<file path="config.mk">
export PLATFORM = sky130hd
export DESIGN_NAME = risc_v_mem_region_ctrl_flat
export DESIGN_NICKNAME = d
export VERILOG_FILES = /design/src/rtl/risc_v_mike_pkg.sv /design/src/rtl/risc_v_mem_region_ctrl_if.sv /design/src/rtl/risc_v_mem_region_decode.sv /design/src/rtl/risc_v_mem_region_ctrl.sv /design/src/flat_wrapper.sv
export SDC_FILE = /design/constraint.sdc
export NUM_CORES = 1
export LEC_CHECK = 0
export CORE_MARGIN = 3
export CORE_UTILIZATION = 35
export CTS_CLUSTER_SIZE = 8
export DETAILED_ROUTE_END_ITERATION = 8
export PLACE_DENSITY = 0.59
export SYNTH_ARGS = -nofsm -noshare
export SYNTH_HDL_FRONTEND = slang
export SYNTH_HIERARCHICAL = 1
export SYNTH_SLANG_ARGS = --single-unit
</file>
<file path="constraint.sdc">
create_clock -name clk -period 2.61 [get_ports clk]
set_clock_uncertainty 0.15 [all_clocks]
set_input_delay 0.261 -clock clk [delete_from_list [all_inputs] [get_ports clk]]
set_output_delay 0.261 -clock clk [all_outputs]
set_load 0.01 [all_outputs]
</file>
<file path="src/rtl/risc_v_mike_pkg.sv">
// Shared definitions for the memory region controller: region map, wait states, FSM states.
package risc_v_mike_pkg;
  localparam int MAX_REGIONS = 8;

  typedef enum logic [1:0] {IDLE, ACCESS, RESP} mem_ctrl_state_t;

  // Unused slots have base above last so they can never hit.
  localparam logic [31:0] REGION_BASE [MAX_REGIONS] = '{
    32'h0040_0000, 32'h1001_0000, 32'h7FFF_E000, 32'hFFFF_0000,
    32'hFFFF_FFFF, 32'hFFFF_FFFF, 32'hFFFF_FFFF, 32'hFFFF_FFFF};
  localparam logic [31:0] REGION_LAST [MAX_REGIONS] = '{
    32'h0040_0FFF, 32'h1001_0FFF, 32'h7FFF_EFFF, 32'hFFFF_FFFF,
    32'h0000_0000, 32'h0000_0000, 32'h0000_0000, 32'h0000_0000};
  localparam logic [3:0]  REGION_WAIT [MAX_REGIONS] = '{
    4'd0, 4'd1, 4'd1, 4'd3, 4'd0, 4'd0, 4'd0, 4'd0};
endpackage

</file>
<file path="src/rtl/risc_v_mem_region_ctrl_if.sv">
// Core-side memory bus and region-select bundle between core and region controller.
interface risc_v_mem_region_ctrl_if #(
  parameter int ADDR_W    = 32,
  parameter int N_REGIONS = 4
);
  logic                 bus_req_valid;
  logic                 bus_req_write;
  logic [ADDR_W-1:0]    bus_req_addr;
  logic                 bus_req_ready;
  logic [N_REGIONS-1:0] region_sel;
  logic [ADDR_W-1:0]    region_addr;
  logic                 region_write;
  logic                 bus_rsp_valid;
  logic                 bus_rsp_error;
  logic [2:0]           bus_rsp_region;

  modport master (
    output bus_req_valid, bus_req_write, bus_req_addr,
    input  bus_req_ready, region_sel, region_addr, region_write,
           bus_rsp_valid, bus_rsp_error, bus_rsp_region
  );
  modport slave (
    input  bus_req_valid, bus_req_write, bus_req_addr,
    output bus_req_ready, region_sel, region_addr, region_write,
           bus_rsp_valid, bus_rsp_error, bus_rsp_region
  );
endinterface

</file>
<file path="src/rtl/risc_v_mem_region_decode.sv">
// Combinational address decoder: address -> hit, lowest matching region index, offset.
module risc_v_mem_region_decode
  import risc_v_mike_pkg::*;
#(
  parameter int ADDR_W    = 32,
  parameter int N_REGIONS = 4
) (
  input  logic [ADDR_W-1:0] addr_i,
  output logic              hit_o,
  output logic [2:0]        idx_o,
  output logic [ADDR_W-1:0] offset_o
);
  // Scan from the top down so the lowest matching index is the one left standing.
  always_comb begin
    hit_o    = 1'b0;
    idx_o    = 3'd0;
    offset_o = '0;
    for (int i = N_REGIONS - 1; i >= 0; i--) begin
      if (addr_i >= ADDR_W'(REGION_BASE[i]) && addr_i <= ADDR_W'(REGION_LAST[i])) begin
        hit_o    = 1'b1;
        idx_o    = 3'(i);
        offset_o = addr_i - ADDR_W'(REGION_BASE[i]);
      end
    end
  end
endmodule

</file>
<file path="src/rtl/risc_v_mem_region_ctrl.sv">
// Registered region controller: accept, decode, hold region select for wait states, respond.
// Optional MEM_CTRL_MISALIGN_CHK_EN rejects requests with addr[1:0] != 0.
module risc_v_mem_region_ctrl
  import risc_v_mike_pkg::*;
#(
  parameter int ADDR_W    = 32,
  parameter int N_REGIONS = 4,
  parameter int WAIT_W    = 4
) (
  input  logic clk,
  input  logic rst,
  risc_v_mem_region_ctrl_if.slave bus
);
  mem_ctrl_state_t      state_q, state_d;
  logic [WAIT_W-1:0]    cnt_q, cnt_d;
  logic [N_REGIONS-1:0] sel_q, sel_d;
  logic [ADDR_W-1:0]    addr_q, addr_d;
  logic                 wr_q, wr_d;
  logic [2:0]           idx_q, idx_d;
  logic                 ready_q, ready_d;
  logic                 rv_q, rv_d, re_q, re_d;
  logic [2:0]           rr_q, rr_d;

  logic                 dec_hit, misalign, accept;
  logic [2:0]           dec_idx;
  logic [ADDR_W-1:0]    dec_off;

  risc_v_mem_region_decode #(.ADDR_W(ADDR_W), .N_REGIONS(N_REGIONS)) u_dec (
    .addr_i  (bus.bus_req_addr),
    .hit_o   (dec_hit),
    .idx_o   (dec_idx),
    .offset_o(dec_off)
  );

`ifdef MEM_CTRL_MISALIGN_CHK_EN
  assign misalign = (bus.bus_req_addr[1:0] != 2'b00);
`else
  assign misalign = 1'b0;
`endif

  assign accept = bus.bus_req_valid && ready_q;

  always_comb begin
    state_d = state_q;
    cnt_d   = cnt_q;
    sel_d   = sel_q;
    addr_d  = addr_q;
    wr_d    = wr_q;
    idx_d   = idx_q;
    rv_d    = 1'b0;
    re_d    = 1'b0;
    rr_d    = 3'd0;
    unique case (state_q)
      IDLE: if (accept) begin
        if (dec_hit && !misalign) begin
          state_d = ACCESS;
          sel_d   = N_REGIONS'(1) << dec_idx;
          addr_d  = dec_off;
          wr_d    = bus.bus_req_write;
          idx_d   = dec_idx;
          cnt_d   = WAIT_W'(REGION_WAIT[dec_idx]);
        end else begin
          state_d = RESP;
          rv_d    = 1'b1;
          re_d    = 1'b1;
        end
      end
      ACCESS: begin
        if (cnt_q == '0) begin
          state_d = RESP;
          sel_d   = '0;
          addr_d  = '0;
          wr_d    = 1'b0;
          rv_d    = 1'b1;
          rr_d    = idx_q;
        end else begin
          cnt_d = cnt_q - 1'b1;
        end
      end
      RESP:    state_d = IDLE;
      default: state_d = IDLE;
    endcase
    // Ready is registered so it stays low throughout reset and comes up on the first edge after.
    ready_d = (state_d == IDLE);
  end

  always_ff @(posedge clk or negedge rst) begin
    if (!rst) begin
      state_q <= IDLE;
      cnt_q   <= '0;
      sel_q   <= '0;
      addr_q  <= '0;
      wr_q    <= 1'b0;
      idx_q   <= 3'd0;
      ready_q <= 1'b0;
      rv_q    <= 1'b0;
      re_q    <= 1'b0;
      rr_q    <= 3'd0;
    end else begin
      state_q <= state_d;
      cnt_q   <= cnt_d;
      sel_q   <= sel_d;
      addr_q  <= addr_d;
      wr_q    <= wr_d;
      idx_q   <= idx_d;
      ready_q <= ready_d;
      rv_q    <= rv_d;
      re_q    <= re_d;
      rr_q    <= rr_d;
    end
  end

  assign bus.bus_req_ready  = ready_q;
  assign bus.region_sel     = sel_q;
  assign bus.region_addr    = addr_q;
  assign bus.region_write   = wr_q;
  assign bus.bus_rsp_valid  = rv_q;
  assign bus.bus_rsp_error  = re_q;
  assign bus.bus_rsp_region = rr_q;
endmodule

</file>
<file path="src/flat_wrapper.sv">
// flat-port wrapper written by rule: the top's interface ports become plain ports
module risc_v_mem_region_ctrl_flat import risc_v_mike_pkg::*;
#(
  parameter int ADDR_W    = 32,
  parameter int N_REGIONS = 4,
  parameter int WAIT_W    = 4
)
  (clk, rst, bus_bus_req_valid, bus_bus_req_write, bus_bus_req_addr, bus_bus_req_ready, bus_region_sel, bus_region_addr, bus_region_write, bus_bus_rsp_valid, bus_bus_rsp_error, bus_bus_rsp_region);
  risc_v_mem_region_ctrl_if #(.ADDR_W(ADDR_W), .N_REGIONS(N_REGIONS)) bus_i ();
  input  logic clk;
  input  logic rst;
  input wire logic [$bits(bus_i.bus_req_valid)-1:0] bus_bus_req_valid;
  input wire logic [$bits(bus_i.bus_req_write)-1:0] bus_bus_req_write;
  input wire logic [$bits(bus_i.bus_req_addr)-1:0] bus_bus_req_addr;
  output wire logic [$bits(bus_i.bus_req_ready)-1:0] bus_bus_req_ready;
  output wire logic [$bits(bus_i.region_sel)-1:0] bus_region_sel;
  output wire logic [$bits(bus_i.region_addr)-1:0] bus_region_addr;
  output wire logic [$bits(bus_i.region_write)-1:0] bus_region_write;
  output wire logic [$bits(bus_i.bus_rsp_valid)-1:0] bus_bus_rsp_valid;
  output wire logic [$bits(bus_i.bus_rsp_error)-1:0] bus_bus_rsp_error;
  output wire logic [$bits(bus_i.bus_rsp_region)-1:0] bus_bus_rsp_region;
  assign bus_i.bus_req_valid = bus_bus_req_valid;
  assign bus_i.bus_req_write = bus_bus_req_write;
  assign bus_i.bus_req_addr = bus_bus_req_addr;
  assign bus_bus_req_ready = bus_i.bus_req_ready;
  assign bus_region_sel = bus_i.region_sel;
  assign bus_region_addr = bus_i.region_addr;
  assign bus_region_write = bus_i.region_write;
  assign bus_bus_rsp_valid = bus_i.bus_rsp_valid;
  assign bus_bus_rsp_error = bus_i.bus_rsp_error;
  assign bus_bus_rsp_region = bus_i.bus_rsp_region;
  risc_v_mem_region_ctrl #(.ADDR_W(ADDR_W), .N_REGIONS(N_REGIONS), .WAIT_W(WAIT_W)) u_core (.clk(clk), .rst(rst), .bus(bus_i));
endmodule
</file>
[Word-level counts from Yosys, hierarchy flattened]
Memories as Yosys holds them, arrays and structs flattened.
Index checks and enable logic that the tools add are counted.
Word-level totals
  bits in registers: 52
  bits in read-only memories: 32
  input port bits: 36
  output and inout port bits: 43
  logic and storage cells: 85
  memories kept: 1
Operators by class
  add/sub/neg operators: 5
  order comparisons: 9
  eq/ne operators: 5
  shifts and indexed selects: 1
  multiplexer cells: 41
  bitwise logic cells: 1
  reductions and logical operators: 12
Memories
  (no name shown): words 8, bits a word 4, rd ports 1, clocked after memory_dff 0, wr ports 0, line risc_v_mem_region_ctrl.sv:61  | cnt_d = WAIT_W'(REGION_WAIT[dec_idx]);
Operators by type and width (number)
  $mux 32: 7
  $pmux 32 s2: 1
  $ge 32x23->1 const B: 1
  $ge 32x29->1 const B: 1
  $ge 32x31->1 const B: 1
  $ge 32x32->1 const B: 1
  $le 32x23->1 const B: 1
  $le 32x29->1 const B: 1
  $le 32x31->1 const B: 1
  $le 32x32->1 const B: 1
  $mux 4: 8
  $sub 32x23->32 const B: 1
  $sub 32x29->32 const B: 1
  $sub 32x31->32 const B: 1
  $sub 32x32->32 const B: 1
  $pmux 4 s2: 2
  $mux 3: 5
  $mux 1: 11
  $mux 2: 4
  $reduce_and 4->1: 2
  $ne 2x1->1 const B: 3
  $logic_and 1x1->1: 5
  $ge 4x4->1 const B: 1
  $logic_not 2->1: 2
  other kinds (10): 11

[Longest topological paths before layout]
Gate-level depths: netlist of the first run.
  depth in word-level cells: 13
  gate-level depth with buffers: 12
  depth with buffers taken out: 9

[Modules after synthesis]
The synthesis of the first run kept the hierarchy.
Modules (own cells, without submodules)
  risc_v_mem_region_ctrl: times used 1, cells each 140, area each 2088.3 µm²
  risc_v_mem_region_decode: times used 1, cells each 169, area each 1278.7 µm²

[Worst setup path after synthesis of the first run]
OpenSTA, ideal clock, no wires.
  kind: input port to flip-flop
  from: in bus_bus_req_addr[16]
  to: reg u_core.sel_q[2], in the netlist u_core/bus.region_sel[2]
  arrival: 2.383 ns
  setup slack: -0.048 ns
  stages: 9
  cells stage by stage: inv_1 > ha_1 > or3b_1 > clkbuf_1 > o2111ai_2 > nand4_2 > buf_6 > a22oi_4 > mux2_4
Between the ends
  elaborated cells on any way between the ends: 26
RTL lines
  from (decl): line flat_wrapper.sv:14  | input wire logic [$bits(bus_i.bus_req_addr)-1:0] bus_bus_req_addr;
  $ge 32x32->1 or $le 32x32->1 (tied branches): line risc_v_mem_region_decode.sv:19  | if (addr_i >= ADDR_W'(REGION_BASE[i]) && addr_i <= ADDR_W'(REGION_LAST[i])) begin
  $logic_and 1x1->1: line risc_v_mem_region_decode.sv:19
  $mux 1 (3 in a row): line risc_v_mem_region_decode.sv:19
  $mux 1 *: line risc_v_mem_region_decode.sv:19
  net u_core.dec_hit: line risc_v_mem_region_ctrl.sv:24  | logic dec_hit, misalign, accept;
  $ne 2x1->1 (no line) *
  $reduce_and 4->1 (no line) *
  to (signal assigned): line risc_v_mem_region_ctrl.sv:102  | sel_q <= sel_d;
  to (decl): line risc_v_mem_region_ctrl.sv:16  | logic [N_REGIONS-1:0] sel_q, sel_d;
The timed path passes the listed nets; every way through them passes the cells marked *. The select of a mux whose other input is x is not followed.
A chain may end at the register's enable or synchronous reset.

[Worst setup path in the final report of the first run]
  from: in bus_bus_req_addr[8]
  to: reg u_core.addr_q[15], in the netlist u_core/bus.region_addr[15]
Between the ends
  elaborated cells on any way between the ends: 29
RTL lines
  $ge 32x32->1 or $le 32x32->1 (tied branches): line risc_v_mem_region_decode.sv:19
  $logic_and 1x1->1: line risc_v_mem_region_decode.sv:19
  $mux 1 (3 in a row): line risc_v_mem_region_decode.sv:19
  $mux 1 *: line risc_v_mem_region_decode.sv:19
  net u_core.dec_hit: line risc_v_mem_region_ctrl.sv:24
  $ne 2x1->1 (no line) *
  $reduce_and 4->1 (no line) *
  to (signal assigned): line risc_v_mem_region_ctrl.sv:103  | addr_q <= addr_d;
  to (decl): line risc_v_mem_region_ctrl.sv:17  | logic [ADDR_W-1:0] addr_q, addr_d;
Marked as above.

==> run metrics, run 1 <==
GRT Residual Overflow 0; CP Max Fanout 22; die area 0.0108 sq mm; Synth area leaders dfrtp_1, a22o_1, ha_1, and2_1, buf_6; Fillers 838; critical-path cell list clkdlybuf4s50_1 -> buf_4 -> nand4_1 -> o41ai_2 -> nand4_1 -> nand4_4 -> a22oi_4 -> buf_12 -> buf_12 -> a22o_1; Reg2Reg Setup Slack 0.61 ns; Initial Utilization 36.3%; CP max stage cell clkdlybuf4s50_1; # rows 35; Routed Antenna Nets 0; Tot Pwr 1.66 mW; Die H 104 um; first-pass GRT wire length 16500 um; Final HPWL DP 7910 um; Worst EP arrival 2.58 ns; share of the synthesized area in the top cell type 38.6%; fmax 0.396 GHz; CTS Buf Count 5; DR iter-0 viols 232; R2R Path Start u_core/cnt_q[0]; Post-Syn Instances 309; PwrDens 323 mW/mm^2; cell taking the most area after synthesis dfrtp_1; Total Neg Setup Slack 0 ns; Static Leak 2.49 nW; GRT Total Usage 18.7%; Syn. warnings 6; CP endpoint kind flip-flop; Inserted Diodes 0; largest net degree at the start of global routing 53; Post-synth ARST share 100%; FF-to-FF path depth 7; clk buf depth 2; sequential cell area fraction in the yosys report 38.6%; nets 510; initial antenna violation count 0; CP top delay family buffers and inverters; worst path required time 2.66 ns; Crit path depth 10; worst skew pair latency 0.31 ns; crit path capture u_core/bus.region_addr[15]; worst vdd ir 273 uV; H-Tree Depth 2; port bufs 78; final WL 10300 um; DRC 0; Synth Cell Area 0.00337 sq mm; Avg Inst Size Synth 10.9 sq um; top-count cell post-synth dfrtp_1; mean number of vias per cell 5.31; Setup-failing EPs final 0; Inst Count DP 583; CTS Root Cell clkbuf_8; vias in the first global route 3155; status finished clean; routed length per instance 17.3 um; reg2reg end u_core/bus.region_addr[15]; CP Launch Point bus_bus_req_addr[8]; Crit Path Class primary input to flip-flop; Non-Filler Instances 595; number of enable flip-flop cells after synthesis 0; clock sink count 52; list of most frequent post-synthesis cells dfrtp_1, a22o_1, inv_1; vias 3160; minimum clock period 2.53 ns; CP Launch Type primary input; Reg clk slew, reported paths 0.10 ns; hold_ws 0.235 ns; layout cell share with drive strength beyond 1 31.5%; Slew Limit Fails 0; post-route clock period utilization 96.8%; Syn-to-layout area delta 52.8%; DR pass1 iterations 4; TritonCTS clock tree built; max_cap viols 0; core box area 0.00928 sq mm; #FFs+latches synth 52; WP buf/inv 4; post-synth cell types 70; final-report hold violation count 0; die width 104 um; HP Class primary input to flip-flop; slowest stage delay, CP 0.49 ns; Main synth FF type dfrtp_1; Post-Syn Nets 354; I/O Pins 79; routability cong. 0.988; Hold Startpoint bus_bus_req_addr[5]
how the worst min path moves through the flow:
stage                                      end  cells past startpoint
CTS                 u_core/bus.region_addr[26]                      3
detailed placement  u_core/bus.region_addr[26]                      2
global route        u_core/bus.region_addr[10]                      3
global placement    u_core/bus.region_addr[30]                      2
floorplan             u_core/bus.bus_req_ready                      0
finish               u_core/bus.region_addr[5]                      3
per-stage QoR:
stage	util (%)	instance area, sq um	worst slack [ns]
floorplan	-	3370	-0.00451
global placement	51.8	4810	-0.448
detailed placement	51.8	4810	-0.423
CTS	53.3	4950	0.000623
global route	55.4	5140	-0.00511
finish	55.4	5140	0.0848
flip-flops by register name (all words and copies together) (netlist names), 2 cells and up:
register and count:
u_core/idx_q 3, u_core/bus.bus_rsp_region 3, u_core/bus.region_addr 32, u_core/state_q 2, u_core/cnt_q 4, u_core/bus.region_sel 4
layout make-up:
class / instances / area, sq um / share of cell area [%]
Clock inverter: 2 / 38.8 / 0.754
Clock buffer: 6 / 72.6 / 1.41
Multi-Input combinational cell: 225 / 1960 / 38.2
Tap cell: 129 / 161 / 3.14
Sequential cell: 52 / 1300 / 25.3
Inverter: 16 / 60.1 / 1.17
Timing Repair Buffer: 165 / 1550 / 30.1
kinds of logic (layout without fill, tap and decap cells):
kind of cell / Yosys count / after routing / share of synthesized area (%)
other: 1 / 1 / 0.111
adders and majority gates: 9 / 9 / 3.34
xor gates and xnor gates: 4 / 4 / 1.04
AOI/OAI and AO/OA: 92 / 92 / 23.6
buffers and inverters: 32 / 189 / 6.50
DFF: 52 / 52 / 38.6
and+or+nand+nor: 108 / 108 / 22.6
muxes: 11 / 11 / 4.09
layout by cell type, fill, tap and decap left out, types with 5 or more instances in the layout:
| cell | n |
|---|---|
| nor3_1 | 8 |
| and3_1 | 5 |
| mux2_1 | 5 |
| nand2_1 | 9 |
| a21oi_1 | 6 |
| buf_4 | 80 |
| dlymetal6s2s_1 | 18 |
| dfrtp_1 | 52 |
| or4_4 | 6 |
| nand4_1 | 9 |
| nor2_1 | 8 |
| inv_1 | 13 |
| o21ai_0 | 7 |
| clkbuf_8 | 5 |
| nand3_1 | 9 |
| nor4_4 | 6 |
| nor4_1 | 5 |
| clkdlybuf4s50_1 | 59 |
| ha_1 | 7 |
| and2_1 | 14 |
| a22o_1 | 37 |
worst reg2reg max path, delay by kind of cell, from the launching register on:
| family | cells | cell delay (ns) |
|---|---|---|
| AO/OA/AOI/OAI | 2 | 0.34 |
| adder cells (fa/ha/maj) | 1 | 0.17 |
| buffers and inverters | 3 | 0.42 |
| flip-flops | 1 | 0.43 |
| AND/OR/NAND/NOR | 1 | 0.38 |
repair_timing:
item,in CTS,in global routing
endpoints found under the hold margin,52,0
gates resized for setup,4,38
cloned,0,1
pin swaps,1,22
buffers inserted,0,2
endpoints found under the setup margin,40,42
hold buffers,1,0
report_power, final:
| group | switching (mW) | internal [mW] |
|---|---|---|
| clock network | 0.287 | 0.291 |
| registers | 0.00378 | 0.812 |
| logic | 0.129 | 0.142 |
metal layers:
metal | vias to the layer above | track usage, % | part of all wire, %
met5 | - | 0 | 0
met4 | 0 | 3.51 | 0.82
met3 | 9 | 2.92 | 3.9
met2 | 77 | 31.7 | 50
met1 | 1559 | 25.5 | 45
li1 | 1515 | - | -
No activity file was read; power rests on OpenSTA's default activity.
==> run 2, diff against run 1 <==
Settings changed: CAP_MARGIN from default to 5.
==> results of run 2 <==
No change in the layout: final DEF, timing and power equal those of run 1.
==> run 3, diff against run 2 <==
Settings changed: CORE_MARGIN 3 to 4.
==> run 3 against run 2 <==
Setup slack got worse by 0.0044 ns. Total power fell by 5.2%. Global-route usage rose by 0.24 points. Final cell count rose by 1.2%. Core utilization rose by 0.27 points. Largest power group unchanged. Routed wire length rose by 1.9%. Flip-flop and latch count did not move. Critical path depth did not move. Combinational power rose by 1%. Worst hold slack got worse by 0.021 ns. First-iteration DRC count fell by 19%.
==> run metrics, run 3 (synthesized netlist as in run 1, its figures left out) <==
clk buf depth 2; Worst Tran Pin Value 0.642 ns; GRT Total Usage 19.0%; GRT Residual Overflow 0; layout cell share with drive strength beyond 1 33.8%; Total Neg Setup Slack 0 ns; port bufs 78; first-pass GRT wire length 16900 um; status finished clean; worst slack at placement -0.434 ns; I/O Pins 79; DRC 0; post-route clock period utilization 96.9%; most common cell after layout, fill and taps aside buf_4; H-Tree Depth 2; Die H 106 um; # rows 35; minimum clock period 2.53 ns; hold_ws 0.215 ns; Final Util 55.7%; Sequential Power Share 51.8%; Clk network pwr share 30.8%; DR pass1 iterations 4; Crit Path Class primary input to flip-flop; HP Class primary input to flip-flop; Final HPWL DP 8200 um; most frequent cells in the layout buf_4, clkdlybuf4s50_1, dfrtp_1; Syn-to-layout area delta 53.5%; max_cap viols 0; DR iter-0 viols 189; Routed Antenna Nets 0; clock sink count 52; Largest register FFs 32; CP Launch Type primary input; area of the multi-input gates 0.00196 sq mm; Initial Utilization 36.3%; Logic pwr share 17.4%; Static Leak 2.45 nW; worst rel slew slack 57.2%; CP Max Fanout 22; TritonCTS clock tree built; CTS Root Cell clkbuf_8; Pint 1.15 mW; Slew Limit Fails 0; routed length per instance 17.4 um; setup ws final 0.0803 ns; FF/Latch Area 0.00130 sq mm; switching part of the total 26.8%; largest net degree at the start of global routing 27; Psw 422 uW; Setup-failing EPs final 0; Inserted Diodes 0; fmax 0.395 GHz; core box area 0.00928 sq mm; routability cong. 0.928; CP endpoint kind flip-flop; nets 517; worst vdd ir 201 uV; RSZ-0062 raised after global routing no; CTS Buf Count 5; PwrDens 305 mW/mm^2; Fillers 828; worst skew pair latency 0.31 ns; die width 106 um; worst path required time 2.66 ns; vias in the first global route 3176; Reg clk slew, reported paths 0.10 ns; final WL 10500 um; final-report hold violation count 0; mean number of vias per cell 5.26; Worst EP arrival 2.58 ns; vias 3168; initial antenna violation count 0; die area 0.0113 sq mm
[run 3: cell count changes in the layout (fill, tap and decap cells not counted), moves of 4 or more]
cell / delta
buf_4: +4
clkdlybuf4s50_1: +4
dlymetal6s2s_1: -5
buf_6: +4
[run 3: final cells by class]
cell class	count	area share (%)
Clock inverter	3	0.532
Timing Repair Buffer	172	30.7
Multi-Input combinational cell	225	37.9
Sequential cell	52	25.2
Clock buffer	5	1.33
Inverter	16	1.16
Tap cell	129	3.12
[run 3: worst paths after layout]
path                                       from                         end  slack, ns  cells past startpoint
max                        bus_bus_req_addr[20]     u_core/bus.region_write       0.08                     10
min reg2reg                     u_core/idx_q[1]             u_core/idx_q[1]       0.34                      1
max in group asynchronous                   rst  u_core/bus.region_addr[12]       1.24                      3
max reg2reg                     u_core/cnt_q[0]     u_core/bus.region_write       0.58                      7
min                         bus_bus_req_addr[1]   u_core/bus.region_addr[1]       0.21                      3
min in group asynchronous                   rst    u_core/bus.region_sel[2]       0.35                      2
[run 3: through the flow]
stage	instances	total power, mW	cell area [sq um]
after floorplan	309	0.914	3370
after global placement	584	1.09	4800
after detailed placement	584	1.09	4800
after CTS	594	1.59	4940
after global routing	602	1.66	5170
final	602	1.58	5170
[run 3: worst max-delay path, stage by stage]
cell	delay (ns)
clkdlybuf4s50_1	0.44
or4_4	0.56
nor4_2	0.23
buf_4	0.16
o2111ai_2	0.16
nand4_4	0.14
a22oi_4	0.11
buf_12	0.17
buf_12	0.15
a22o_1	0.20
[run 3: layer usage]
metal  global-route usage [%]  part of all wire (%)  vias up
met5                        0                     0        -
met1                     26.0                    45     1544
met2                     31.7                    49       87
li1                         -                     -     1531
met4                     2.96                  0.69        0
met3                     3.58                   5.1        6
[run 3: timing repair]
item | in CTS | in global routing
pin swaps | 1 | 18
hold endpoints to repair | 24 | 0
setup buffers | 1 | 7
cloned | 0 | 1
resized for setup | 3 | 42
endpoints found under the setup margin | 40 | 42
hold buffers | 1 | 0
[run 3: power groups by stage]
stage	clock network, mW	registers [mW]	logic [mW]
2_1_floorplan	0	0.834	0.0802
3_3_place_gp	0	0.831	0.259
3_5_place_dp	0	0.832	0.260
4_1_cts	0.507	0.816	0.263
5_1_grt	0.540	0.817	0.299
6_report	0.486	0.816	0.275
==> RTL edit: new RTL, config.mk and constraints of run 2 <==
Build with the macro `MEM_CTRL_MISALIGN_CHK_EN` defined.
--- a/src/rtl/risc_v_mem_region_ctrl.sv
+++ b/src/rtl/risc_v_mem_region_ctrl.sv
@@ -1,5 +1,7 @@
 // Registered region controller: accept, decode, hold region select for wait states, respond.
 // Optional MEM_CTRL_MISALIGN_CHK_EN rejects requests with addr[1:0] != 0.
+`define MEM_CTRL_MISALIGN_CHK_EN
+
 module risc_v_mem_region_ctrl
   import risc_v_mike_pkg::*;
 #(
Behaviour: not the same (a bounded check fails within 4 cycles, from zero or initial values and one cycle with rst low).
==> RTL edit against run 2 <==
- the run now ends with setup timing left
- synthesized area rose by 1.4%
- sequential cell count stayed put
- total power is 6.6% lower
- wire length grew 2.5%
- via count increased by 5.5%
- cell area increased by 2.8%
- worst setup slack got worse by 0.13 ns
- sequential share of layout area down 0.69 points
==> RTL edit: results (changes against run 2) <==
The worst min-delay path startpoint is bus_bus_req_addr[9] (was bus_bus_req_addr[5]). Detailed placer's ending HPWL: 8.03 mm (was 7.91 mm). Commonest cells in the synthesized netlist: 52 x sky130_fd_sc_hd__dfrtp_1, 32 x sky130_fd_sc_hd__a22o_2, 16 x sky130_fd_sc_hd__inv_1 (was 52 x sky130_fd_sc_hd__dfrtp_1, 37 x sky130_fd_sc_hd__a22o_1, 16 x sky130_fd_sc_hd__inv_1). The run gives 353 (was 354) as the net count after synthesis.

The tools report the launch point of the critical path as bus_bus_req_addr[0] (was bus_bus_req_addr[8]). For the internal power summed over all cells, the log shows 0.00115 W (was 0.00124 W). The worst hold endpoint was u_core/bus.region_addr[9] (was u_core/bus.region_addr[5]).

For the global-route met3 utilization, the log shows 3.27% (was 2.92%). The family with the most delay on the worst path is simple AND/OR/NAND/NOR gates (was buffers and inverters). The number of nets at the end of the flow was 528 (was 510). Most area-consuming cells after synthesis: sky130_fd_sc_hd__dfrtp_1 38%, sky130_fd_sc_hd__a22o_2 9.4%, sky130_fd_sc_hd__ha_1 3.3% (was sky130_fd_sc_hd__dfrtp_1 39%, sky130_fd_sc_hd__a22o_1 9.6%, sky130_fd_sc_hd__ha_1 3.3%). The maximum fanout count along the critical path came out at 6 (was 22).

The number of vias in the routed layout is 3,334 (was 3,160). The run gives 10.6 mm (was 10.3 mm) as the total wirelength of the detailed-routed design. The share of layout cells above drive strength 1 came out at 46.7% (was 31.5%). The final reports fail on setup timing.

Sequential cell area share: 24.6% (was 25.3%). Count of plain and timing-repair buffers: 183 (was 165). The setup violation total in the final timing report was 26 (was 0). The signal arrival time at the worst endpoint came out at 2.70 ns (was 2.58 ns). For the routed length on met3, the log shows 527 µm (was 397 µm). The via count of the first global-routing pass is 3,391 (was 3,155).

Capture instance of the worst register-to-register path: u_core/bus.region_addr[8] (was u_core/bus.region_addr[15]). Post-route met1 wirelength: 4.84 mm (was 4.68 mm). The logs give 26.2% (was 25.5%) for the met1 demand-to-capacity share in global routing and 5.11 mm (was 5.15 mm) for the routed length on met2. The area of placed instances was 0.00489 mm² (was 0.00481 mm²).

The share of final layout cell area taken by non-clock buffers came out at 29.6% (was 30.1%). Count of placed standard cells in the final layout, fillers left out: 613 (was 595). The flow ran to the end, but the final reports show violations. Final core utilization: 56.4% (was 55.4%). The tools report the final critical-path setup slack as -0.0489 ns (was 0.0848 ns). The number of design-rule violations left by the first detailed-router iteration was 174 (was 232); the number of inserted filler cells in the final layout was 868 (was 838). The depth of the worst register-to-register path came out at 6 (was 7). For the final hold slack, the log shows 0.184 ns (was 0.235 ns).

The tools report the cell count after placement as 584 (was 583). For the global-route wire length before repair, the log shows 17.0 mm (was 16.5 mm).
-- RTL edit: changes by cell type after synthesis, sizes merged, moves of 2 or more --
cell    delta
nor3       -2
a21oi      -3
nor2       +2
o211ai     +2
or3        +2
-- RTL edit: power by group through the flow --
| stage | clock network (W) | registers (W) | logic (W) |
|---|---|---|---|
| final | 0.000454 | 0.000815 | 0.000285 |
| after global routing | 0.000503 | 0.000816 | 0.000307 |
| after CTS | 0.000475 | 0.000815 | 0.000275 |
| after detailed placement | 0 | 0.000831 | 0.000269 |
| after global placement | 0 | 0.000831 | 0.000269 |
| after floorplan | 0 | 0.000833 | 0.0000853 |
-- RTL edit: repair_timing --
| action | in CTS | in global routing |
|---|---|---|
| hold endpoints to repair | 52 | 0 |
| resized for setup | 73 | 41 |
| hold buffers | 1 | 0 |
| pin swaps | 23 | 17 |
| endpoints found under the setup margin | 45 | 41 |
| setup buffers | 14 | 8 |
